File: config.mk
export PLATFORM = sky130hd
export DESIGN_NAME = regfile_mp_flat
export DESIGN_NICKNAME = d
export VERILOG_FILES = /design/src/rtl/regfile_mp_pkg.sv /design/src/rtl/regfile_mp_if.sv /design/src/rtl/regfile_mp_rd_port.sv /design/src/rtl/regfile_mp.sv /design/src/flat_wrapper.sv
export SDC_FILE = /design/constraint.sdc
export NUM_CORES = 2
export LEC_CHECK = 0
export CAP_MARGIN = 20
export CORE_MARGIN = 10
export CORE_UTILIZATION = 40
export CTS_CLUSTER_DIAMETER = 100
export CTS_CLUSTER_SIZE = 10
export DETAILED_ROUTE_END_ITERATION = 8
export GPL_TIMING_DRIVEN = 0
export MAX_ROUTING_LAYER = met4
export PLACE_DENSITY = 0.56
export RECOVER_POWER = 50
export SYNTH_ARGS = -nofsm -noshare
export SYNTH_HDL_FRONTEND = slang
export SYNTH_HIERARCHICAL = 1
export SYNTH_SLANG_ARGS = --single-unit
File: constraint.sdc
create_clock -name clk_i -period 2.26 [get_ports clk_i]
set_input_delay 0.226 -clock clk_i [delete_from_list [all_inputs] [get_ports clk_i]]
set_output_delay 0.226 -clock clk_i [all_outputs]
set_load 0.02 [all_outputs]
File: src/rtl/regfile_mp_pkg.sv
// regfile_mp_pkg: shared register-file widths and register index/data types
package regfile_mp_pkg;
    localparam int DATA_W_DEF = 16;
    localparam int ADDR_W_DEF = 5;
    typedef logic [ADDR_W_DEF-1:0] reg_idx_t;
    typedef logic [DATA_W_DEF-1:0] reg_data_t;
endpackage

File: src/rtl/regfile_mp_if.sv
// regfile_mp_if: read, write and scoreboard signals between the issue/writeback stages and the register file
interface regfile_mp_if #(
    parameter int DATA_W = 16,
    parameter int ADDR_W = 5,
    parameter int NUM_RD = 2
);
    logic [NUM_RD-1:0]        r_en;
    logic [NUM_RD*ADDR_W-1:0] r_idx;
    logic [NUM_RD*DATA_W-1:0] r_data;
    logic [NUM_RD-1:0]        r_busy;
    logic                     w_en_a;
    logic [ADDR_W-1:0]        w_idx_a;
    logic [DATA_W-1:0]        w_data_a;
    logic                     w_en_b;
    logic [ADDR_W-1:0]        w_idx_b;
    logic [DATA_W-1:0]        w_data_b;
    logic                     busy_set;
    logic [ADDR_W-1:0]        busy_idx;
    logic [2**ADDR_W-1:0]     busy;

    modport master (
        output r_en, r_idx, w_en_a, w_idx_a, w_data_a, w_en_b, w_idx_b, w_data_b, busy_set, busy_idx,
        input  r_data, r_busy, busy
    );
    modport slave (
        input  r_en, r_idx, w_en_a, w_idx_a, w_data_a, w_en_b, w_idx_b, w_data_b, busy_set, busy_idx,
        output r_data, r_busy, busy
    );
endinterface

File: src/rtl/regfile_mp_rd_port.sv
// regfile_mp_rd_port: one registered read port with write bypass (B over A) and optional hardwired-zero r0
module regfile_mp_rd_port #(
    parameter int DATA_W  = 16,
    parameter int ADDR_W  = 5,
    parameter int BYPASS  = 1,
    parameter int ZERO_R0 = 0
) (
    input  logic              clk_i,
    input  logic              rst_ni,
    input  logic              en_i,
    input  logic [ADDR_W-1:0] idx_i,
    input  logic [DATA_W-1:0] mem_data_i,
    input  logic              busy_i,
    input  logic              w_en_a_i,
    input  logic [ADDR_W-1:0] w_idx_a_i,
    input  logic [DATA_W-1:0] w_data_a_i,
    input  logic              w_en_b_i,
    input  logic [ADDR_W-1:0] w_idx_b_i,
    input  logic [DATA_W-1:0] w_data_b_i,
    output logic [DATA_W-1:0] data_o,
    output logic              busy_o
);
    logic              zero, hit_a, hit_b;
    logic [DATA_W-1:0] data_d, data_q;
    logic              busy_d, busy_q;

    // select stored value or same-cycle write data; r0 forced to zero when hardwired
    always_comb begin
        zero   = (ZERO_R0 != 0) && (idx_i == '0);
        hit_a  = (BYPASS != 0) && w_en_a_i && (w_idx_a_i == idx_i);
        hit_b  = (BYPASS != 0) && w_en_b_i && (w_idx_b_i == idx_i);
        data_d = zero ? '0 : hit_b ? w_data_b_i : hit_a ? w_data_a_i : mem_data_i;
        busy_d = zero ? 1'b0 : busy_i;
    end

    // output registers update only when the port is enabled
    always_ff @(posedge clk_i or negedge rst_ni) begin
        if (!rst_ni) begin
            data_q <= '0;
            busy_q <= 1'b0;
        end else if (en_i) begin
            data_q <= data_d;
            busy_q <= busy_d;
        end
    end

    assign data_o = data_q;
    assign busy_o = busy_q;
endmodule

File: src/rtl/regfile_mp.sv
// regfile_mp: multi-port register file with two write ports, per-port bypass and a RAW scoreboard
module regfile_mp
    import regfile_mp_pkg::*;
#(
    parameter int DATA_W  = DATA_W_DEF,
    parameter int ADDR_W  = ADDR_W_DEF,
    parameter int NUM_RD  = 2,
    parameter int BYPASS  = 1,
    parameter int ZERO_R0 = 0
) (
    input  logic      clk_i,
    input  logic      rst_ni,
    regfile_mp_if.slave bus
);
    localparam int DEPTH = 2**ADDR_W;

    logic [DATA_W-1:0] mem_q [DEPTH];
    logic [DEPTH-1:0]  busy_q, busy_d, set_v, clr_v;
    logic              we_a, we_b, set_ok;

    // write qualification and scoreboard next state; a set beats a same-cycle clear
    always_comb begin
        we_a   = bus.w_en_a && !((ZERO_R0 != 0) && (bus.w_idx_a == '0));
        we_b   = bus.w_en_b && !((ZERO_R0 != 0) && (bus.w_idx_b == '0));
        set_ok = bus.busy_set && !((ZERO_R0 != 0) && (bus.busy_idx == '0));
        set_v  = '0;
        clr_v  = '0;
        set_v[bus.busy_idx] = set_ok;
        if (bus.w_en_a) clr_v[bus.w_idx_a] = 1'b1;
        if (bus.w_en_b) clr_v[bus.w_idx_b] = 1'b1;
        busy_d = (busy_q & ~clr_v) | set_v;
    end

    // storage: B is assigned last so it wins an index collision with A
    always_ff @(posedge clk_i or negedge rst_ni) begin
        if (!rst_ni) begin
            for (int n = 0; n < DEPTH; n++) mem_q[n] <= '0;
        end else begin
            if (we_a) mem_q[bus.w_idx_a] <= bus.w_data_a;
            if (we_b) mem_q[bus.w_idx_b] <= bus.w_data_b;
        end
    end

    // scoreboard register
    always_ff @(posedge clk_i or negedge rst_ni) begin
        if (!rst_ni) busy_q <= '0;
        else         busy_q <= busy_d;
    end

    assign bus.busy = busy_q;

    for (genvar i = 0; i < NUM_RD; i++) begin : g_rd
        logic [ADDR_W-1:0] idx;
        logic              busy_sel;
        assign idx      = bus.r_idx[i*ADDR_W +: ADDR_W];
        // bypassing ports see the post-writeback scoreboard, others the pre-write state
        assign busy_sel = (BYPASS != 0) ? busy_d[idx] : busy_q[idx];
        regfile_mp_rd_port #(
            .DATA_W (DATA_W),
            .ADDR_W (ADDR_W),
            .BYPASS (BYPASS),
            .ZERO_R0(ZERO_R0)
        ) u_port (
            .clk_i     (clk_i),
            .rst_ni    (rst_ni),
            .en_i      (bus.r_en[i]),
            .idx_i     (idx),
            .mem_data_i(mem_q[idx]),
            .busy_i    (busy_sel),
            .w_en_a_i  (bus.w_en_a),
            .w_idx_a_i (bus.w_idx_a),
            .w_data_a_i(bus.w_data_a),
            .w_en_b_i  (bus.w_en_b),
            .w_idx_b_i (bus.w_idx_b),
            .w_data_b_i(bus.w_data_b),
            .data_o    (bus.r_data[i*DATA_W +: DATA_W]),
            .busy_o    (bus.r_busy[i])
        );
    end
endmodule

File: src/flat_wrapper.sv
// flat-port wrapper written by rule: the top's interface ports become plain ports
module regfile_mp_flat import regfile_mp_pkg::*;
#(
    parameter int DATA_W  = DATA_W_DEF,
    parameter int ADDR_W  = ADDR_W_DEF,
    parameter int NUM_RD  = 2,
    parameter int BYPASS  = 1,
    parameter int ZERO_R0 = 0
)
  (clk_i, rst_ni, bus_r_en, bus_r_idx, bus_w_en_a, bus_w_idx_a, bus_w_data_a, bus_w_en_b, bus_w_idx_b, bus_w_data_b, bus_busy_set, bus_busy_idx, bus_r_data, bus_r_busy, bus_busy);
  regfile_mp_if #(.DATA_W(DATA_W), .ADDR_W(ADDR_W), .NUM_RD(NUM_RD)) bus_i ();
  input  logic clk_i;
  input  logic rst_ni;
  input wire logic [$bits(bus_i.r_en)-1:0] bus_r_en;
  input wire logic [$bits(bus_i.r_idx)-1:0] bus_r_idx;
  input wire logic [$bits(bus_i.w_en_a)-1:0] bus_w_en_a;
  input wire logic [$bits(bus_i.w_idx_a)-1:0] bus_w_idx_a;
  input wire logic [$bits(bus_i.w_data_a)-1:0] bus_w_data_a;
  input wire logic [$bits(bus_i.w_en_b)-1:0] bus_w_en_b;
  input wire logic [$bits(bus_i.w_idx_b)-1:0] bus_w_idx_b;
  input wire logic [$bits(bus_i.w_data_b)-1:0] bus_w_data_b;
  input wire logic [$bits(bus_i.busy_set)-1:0] bus_busy_set;
  input wire logic [$bits(bus_i.busy_idx)-1:0] bus_busy_idx;
  output wire logic [$bits(bus_i.r_data)-1:0] bus_r_data;
  output wire logic [$bits(bus_i.r_busy)-1:0] bus_r_busy;
  output wire logic [$bits(bus_i.busy)-1:0] bus_busy;
  assign bus_i.r_en = bus_r_en;
  assign bus_i.r_idx = bus_r_idx;
  assign bus_i.w_en_a = bus_w_en_a;
  assign bus_i.w_idx_a = bus_w_idx_a;
  assign bus_i.w_data_a = bus_w_data_a;
  assign bus_i.w_en_b = bus_w_en_b;
  assign bus_i.w_idx_b = bus_w_idx_b;
  assign bus_i.w_data_b = bus_w_data_b;
  assign bus_i.busy_set = bus_busy_set;
  assign bus_i.busy_idx = bus_busy_idx;
  assign bus_r_data = bus_i.r_data;
  assign bus_r_busy = bus_i.r_busy;
  assign bus_busy = bus_i.busy;
  regfile_mp #(.DATA_W(DATA_W), .ADDR_W(ADDR_W), .NUM_RD(NUM_RD), .BYPASS(BYPASS), .ZERO_R0(ZERO_R0)) u_core (.clk_i(clk_i), .rst_ni(rst_ni), .bus(bus_i));
endmodule
## Word-level counts from Yosys, hierarchy flattened

Index checks and enable logic that the tools add are counted.

- Bitwise gates (word level): 9
- Eq/ne operators: 4
- Muxes and demuxes: 30
- Reduce and logical (&&, ||, !) cells: 9
- Shifts and indexed selects: 0
- $lt $le $gt $ge: 14
- $add $sub $neg: 0
- Divide/modulo/power cells: 0
- Multiply operators: 0

Operators with widths:

| kind | count |
|---|---|
| bitwise mux 512 bit | 2 |
| 2-to-1 mux 512 bit | 2 |
| binary-select mux 16 bit (select 5 bit) | 2 |
| demux 16 bit (select 5 bit) | 2 |
| 2-to-1 mux 16 bit | 10 |
| AND 32 bit | 2 |
| 2-to-1 mux 32 bit | 2 |
| bitwise OR 32 bit | 2 |
| inverter 32 bit | 1 |
| < comparator 5 x 6 -> 1 bit, second input constant | 5 |
| >= comparator 6 bit, second input constant | 4 |
| inverter 5 -> 6 bit | 4 |
| == test 5 bit | 4 |
| demux 1 bit (select 5 bit) | 3 |
| >= comparator 5 x 1 -> 1 bit, second input constant | 3 |
| < comparator 6 x 1 -> 1 bit, second input constant | 2 |
| binary-select mux 1 bit (select 5 bit) | 2 |
| logical AND 1 bit | 9 |
| 2-to-1 mux 1 bit | 5 |

- Bits in registers: 578
- Word-level logic and storage cells: 103
- Memory bits (read-only): 0
- Bits of input ports: 64
- Memory bits (writable): 0
- Bits in latches: 0
- Memories kept: 0

## Longest topological paths before layout

- Depth after elaboration: 12
- Depth in mapped cells: 9
- Gate-level depth less buffers: 7

## By module

Netlist, hierarchy kept.

By module, submodules not included:

| module | sequential area each (µm²) | area an instance (µm²) | cells each | instances |
|---|---|---|---|---|
| regfile_mp | 13613.1 | 34189.0 | 3132 | 1 |
| regfile_mp_rd_port | 425.4 | 1124.8 | 107 | 2 |

## Worst setup path after synthesis

No wires, ideal clock.

- Path type: input to register
- Start point: input port bus_r_idx[0]
- End point: register u_core.g_rd[0].u_port.data_q[0]
- Stages on the path: 7
- Buffers on the path: 2
- Path slack: -0.110 ns
- Arrival: 2.229 ns
- Data required time: 2.119 ns
- Setup time: 0.141 ns
- Cell sequence: buf_2 > clkbuf_1 > mux4_2 > mux4_2 > mux2_2 > mux2i_1 > o221ai_2

- Cells in the longest elaborated chain, start to end: 6

RTL lines:

| item | RTL line | text |
|---|---|---|
| start: declaration | flat_wrapper.sv:15 | `input wire logic [$bits(bus_i.r_idx)-1:0] bus_r_idx;` |
| inverter 5 -> 6 bit (implied by the code) | regfile_mp.sv:68 | `.mem_data_i(mem_q[idx]),` |
| binary-select mux 16 bit (select 5 bit) | regfile_mp.sv:68 |  |
| 2-to-1 mux 16 bit (implied by the code) (2 in series) | regfile_mp.sv:68 |  |
| 2-to-1 mux 16 bit | regfile_mp_rd_port.sv:32 | `data_d = zero ? '0 : hit_b ? w_data_b_i : hit_a ? w_data_a_i : mem_data_i;` |
| 2-to-1 mux 16 bit * | regfile_mp_rd_port.sv:32 |  |
| end signal: assignment | regfile_mp_rd_port.sv:42 | `data_q <= data_d;` |
| end: declaration | regfile_mp_rd_port.sv:24 | `logic [DATA_W-1:0] data_d, data_q;` |

Mark *: on every way between the ends. The rest lies on a longest branch, timed or not. The select of a mux whose other input is x is not followed.
A chain may end at the register's enable or synchronous reset.

## Final worst setup path

- Start point: input port bus_r_idx[7]
- End point: register u_core.g_rd[1].u_port.data_q[3]

- Cells in the longest elaborated chain, start to end: 6

RTL lines:

| item | RTL line |
|---|---|
| inverter 5 -> 6 bit (implied by the code) | regfile_mp.sv:68 |
| binary-select mux 16 bit (select 5 bit) | regfile_mp.sv:68 |
| 2-to-1 mux 16 bit (implied by the code) (2 in series) | regfile_mp.sv:68 |
| 2-to-1 mux 16 bit | regfile_mp_rd_port.sv:32 |
| 2-to-1 mux 16 bit * | regfile_mp_rd_port.sv:32 |
| end signal: assignment | regfile_mp_rd_port.sv:42 |
| end: declaration | regfile_mp_rd_port.sv:24 |

Marked as above.

==> impl_summary.log <==
[metrics] outcome: complete, but fails checks
[metrics] violated checks: setup timing
[metrics] Total Power: 37.8 mW
[metrics] DP Area: 0.0396 mm2
[metrics] Critical Path, Cell by Cell: clkdlybuf4s50_1, clkbuf_2, clkbuf_2, mux4_2, mux2_4, mux2i_4, o221ai_2
[metrics] min-delay worst type: in2reg
[metrics] chip width: 322 um
[metrics] number of violations reported at the end of detailed-routing iteration 0: 4176
[metrics] number of buffers created by CTS: 67
[metrics] number of buffers added on ports: 127
[metrics] critical path peak fanout: 10
[metrics] Buf/Inv on CP: 3
[metrics] slew margin rel.: 22.7%
[metrics] P_int: 24.8 mW
[metrics] Netlist cell types: 61
[metrics] critical path start-end classification: in2reg
[metrics] share of total power in the clock network: 26.4%
[metrics] DR WL/cell: 33.3 um
[metrics] area enclosed by the die boundary: 0.104 mm2
[metrics] Fmax achieved: 0.411 GHz
[metrics] post-layout worst setup margin: -0.171 ns
[metrics] proportion of register bits with asynchronous set or reset after synthesis: 100%
[metrics] cell with the most instances after synthesis: sky130_fd_sc_hd__dfrtp_1
[metrics] DRC violations left: 0
[metrics] WL final: 159 mm
[metrics] cell type contributing the most total cell area after synthesis: sky130_fd_sc_hd__dfrtp_1
[metrics] Slew Limit Fails: 0
[metrics] Avg Inst Size Synth: 10.9 um2
[metrics] leftover overflow at the end of global routing: 0
[metrics] Tightest Pin Transition: 1.16 ns
[metrics] clock net sink count: 578
[metrics] Yosys warning total: 6
[metrics] worst voltage drop across the vdd grid: 0.664 mV
[metrics] family with the most delay on the worst path: buffers and inverters
[metrics] crit path capture type: flop
[metrics] standard cell with the maximum stage delay on the critical path: sky130_fd_sc_hd__clkdlybuf4s50_1
[metrics] final net count: 3656
[metrics] CTS tree: built
[metrics] HPWL Detailed: 123 mm
[metrics] num rows: 110
[metrics] fin crit share: 108%
[metrics] Logic pwr share: 32.3%
[metrics] routability congestion estimate: 0.975
[metrics] most common cell type on the critical path: sky130_fd_sc_hd__clkbuf_2
[metrics] flop and latch count out of synthesis: 578
[metrics] sequential fraction of design power: 41.4%
[metrics] area grow syn2layout: 18.1%
[metrics] number of synthesized flops with an enable pin: 0
[metrics] final critical path time including I/O delays and setup: 2.43 ns
[metrics] startpoint of the lowest-slack hold path: bus_r_en[0]
[metrics] total net switching power: 13.1 mW
[metrics] # IOs: 130
[metrics] final std cell area, no fill: 0.0430 mm2
[metrics] total number of H-tree levels: 3
[metrics] Initial Util: 40.4%
[metrics] post-synth top area share: 39.7%
[metrics] Longest Clk Path Bufs: 3
[metrics] share of total power consumed by net switching: 34.5%
[metrics] Die H: 322 um
[metrics] pwr dens: 879 mW/mm2
[metrics] first-pass iteration count of the detailed router: 6
[metrics] pin count of the biggest net entering global routing: 115
[metrics] Final Hold Viols: 0
[metrics] buffer type at the clock tree root: sky130_fd_sc_hd__clkbuf_16
[metrics] syn nets: 3410
[metrics] Overall Global Routing Usage: 31.0%
[metrics] signal arrival time at the worst endpoint: 2.92 ns
[metrics] setup-violating endpoint count in the final report: 26
[metrics] Max stage delay on crit path: 0.63 ns
[metrics] required time at the worst-slack endpoint: 2.75 ns
[metrics] Critical Path Start: bus_r_idx[7]
[metrics] main flop type after synthesis: sky130_fd_sc_hd__dfrtp_1
[metrics] latest clock arrival within the worst-skew pair: 0.64 ns
[metrics] antenna viol nets, final: 0
[metrics] number of vias in the routed layout: 30900
[metrics] antenna violations before repair: 4
[metrics] CP startpoint kind: primary input
[metrics] max-cap violation count: 0
[metrics] synthesized instance count: 3346
[metrics] via count of the first global-routing pass: 30100
[metrics] ratio of cells with drive above 1 in the final layout: 21.2%
[metrics] vias per std cell: 6.46
[metrics] setup repair after global routing missed its margin: true
[metrics] Static Leakage: 19.1 nW
[metrics] sequential element share of the synthesized area: 39.7%
[metrics] top post-synthesis cells by area: sky130_fd_sc_hd__dfrtp_1, sky130_fd_sc_hd__mux4_2, sky130_fd_sc_hd__mux2i_1, sky130_fd_sc_hd__a21oi_1, sky130_fd_sc_hd__nor2_1
[metrics] post-synthesis instance area: 0.0364 mm2
[metrics] Worst R2R Start: u_core/mem_q[323]
[metrics] top cell types by occurrence after synthesis: sky130_fd_sc_hd__dfrtp_1, sky130_fd_sc_hd__mux2i_1, sky130_fd_sc_hd__nor2_1
[metrics] antenna cell count: 0
[metrics] placeable core area: 0.0901 mm2
[metrics] post-route clock skew: 0.0286 ns
[metrics] global-route wire length before repair: 225 mm
[metrics] clock transition at the register clock pins on the worst setup and hold paths after CTS: 0.06 ns
[through the flow]
stage	hold WS (ns)	setup slack [ns]	instances	utilization, %	setup TNS [ns]
floorplan	-0.0696	0.00760	3346	-	0
global placement	0.501	-27.06	4649	43.7	-
detailed placement	0.366	-2.51	4661	44.0	-423.68
CTS	0.00574	-0.127	4766	47.5	-1.01
global route	0.0597	-0.184	4775	47.7	-8.19
finish	0.0254	-0.171	4775	47.7	-2.11
[sequential cells by signal (all words and copies together), names as in the netlist]
register and flops:
u_core/bus.busy 32, u_core/g_rd.u_port/busy_o 2, u_core/g_rd.u_port/data_o 32, u_core/mem_q 512
[layout by cell type, fill, tap and decap left out, types with 55 or more instances in the layout]
cell type	synthesis	layout
sky130_fd_sc_hd__o21ai_0	194	194
sky130_fd_sc_hd__a21oi_1	300	300
sky130_fd_sc_hd__dfrtp_1	578	569
sky130_fd_sc_hd__clkbuf_1	267	216
sky130_fd_sc_hd__clkbuf_16	0	69
sky130_fd_sc_hd__buf_4	7	55
sky130_fd_sc_hd__nand2_1	331	316
sky130_fd_sc_hd__mux2i_1	512	486
sky130_fd_sc_hd__mux4_2	320	320
sky130_fd_sc_hd__clkdlybuf4s50_1	0	103
sky130_fd_sc_hd__nor2_1	352	350
[power by group through the flow]
| stage | Sequential (mW) | Clock (mW) | Combinational [mW] |
|---|---|---|---|
| finish | 15.6 | 9.99 | 12.2 |
| CTS | 15.5 | 10.1 | 11.8 |
| global placement | 15.5 | 0 | 10.9 |
| global route | 15.9 | 10.5 | 12.8 |
| detailed placement | 15.6 | 0 | 11.2 |
| floorplan | 15.0 | 0 | 6.97 |
[path summary, 6_finish.rpt]
kind,depth (start not counted),slack (ns),end
worst max-delay path,7,-0.17,u_core/g_rd[1].u_port/data_o[3]
worst min-delay path,4,0.03,u_core/g_rd[0].u_port/data_o[6]
worst max register to register,5,-0.16,u_core/g_rd[1].u_port/data_o[3]
worst min register to register,1,0.51,u_core/g_rd[0].u_port/busy_o
max in group asynchronous,4,0.17,u_core/mem_q[31]
min in group asynchronous,2,0.27,u_core/mem_q[336]
[cell type report]
type | count | area, um2
multi-input combinational | 2357 | 20900
fill | 8267 | 47100
sequential | 578 | 14500
clock inverter | 5 | 58.8
tap | 1176 | 1470
buffer | 354 | 2130
timing repair buffer | 191 | 2090
inverter | 43 | 171
clock buffer | 71 | 1730
[worst min-delay path, delay by kind of cell]
kind / cells / cell delay [ns]
AND/OR/NAND/NOR: 1 / 0.14
AO/OA/AOI/OAI: 2 / 0.10
buffers and inverters: 1 / 0.16
[cell families after synthesis]
logic type,Yosys count,share of synthesized area [%]
muxes,866,34.9
and+or+nand+nor,840,9.92
AOI/OAI and AO/OA,631,9.95
DFF,578,39.7
buffers and inverters,411,5.06
xor gates and xnor gates,20,0.481
[metal layers]
metal / wire (um) / part of all wire (%) / global-route usage (%) / vias to the layer above
li1: - / - / - / 12800
met1: 64200 / 40 / 41.5 / 16000
met2: 71200 / 45 / 46.0 / 1759
met3: 16700 / 10 / 6.57 / 318
met4: 6870 / 4.3 / 11.4 / 0
met5: 0 / 0 / - / -
[repair_timing]
item,CTS,global route
setup buffers,35,11
endpoints found under the setup margin,308,35
hold endpoints to repair,97,0
resized for setup,333,66
cloned,5,0
pin swaps,16,11
hold buffers,1,0
No activity file was read; power rests on OpenSTA's default activity.
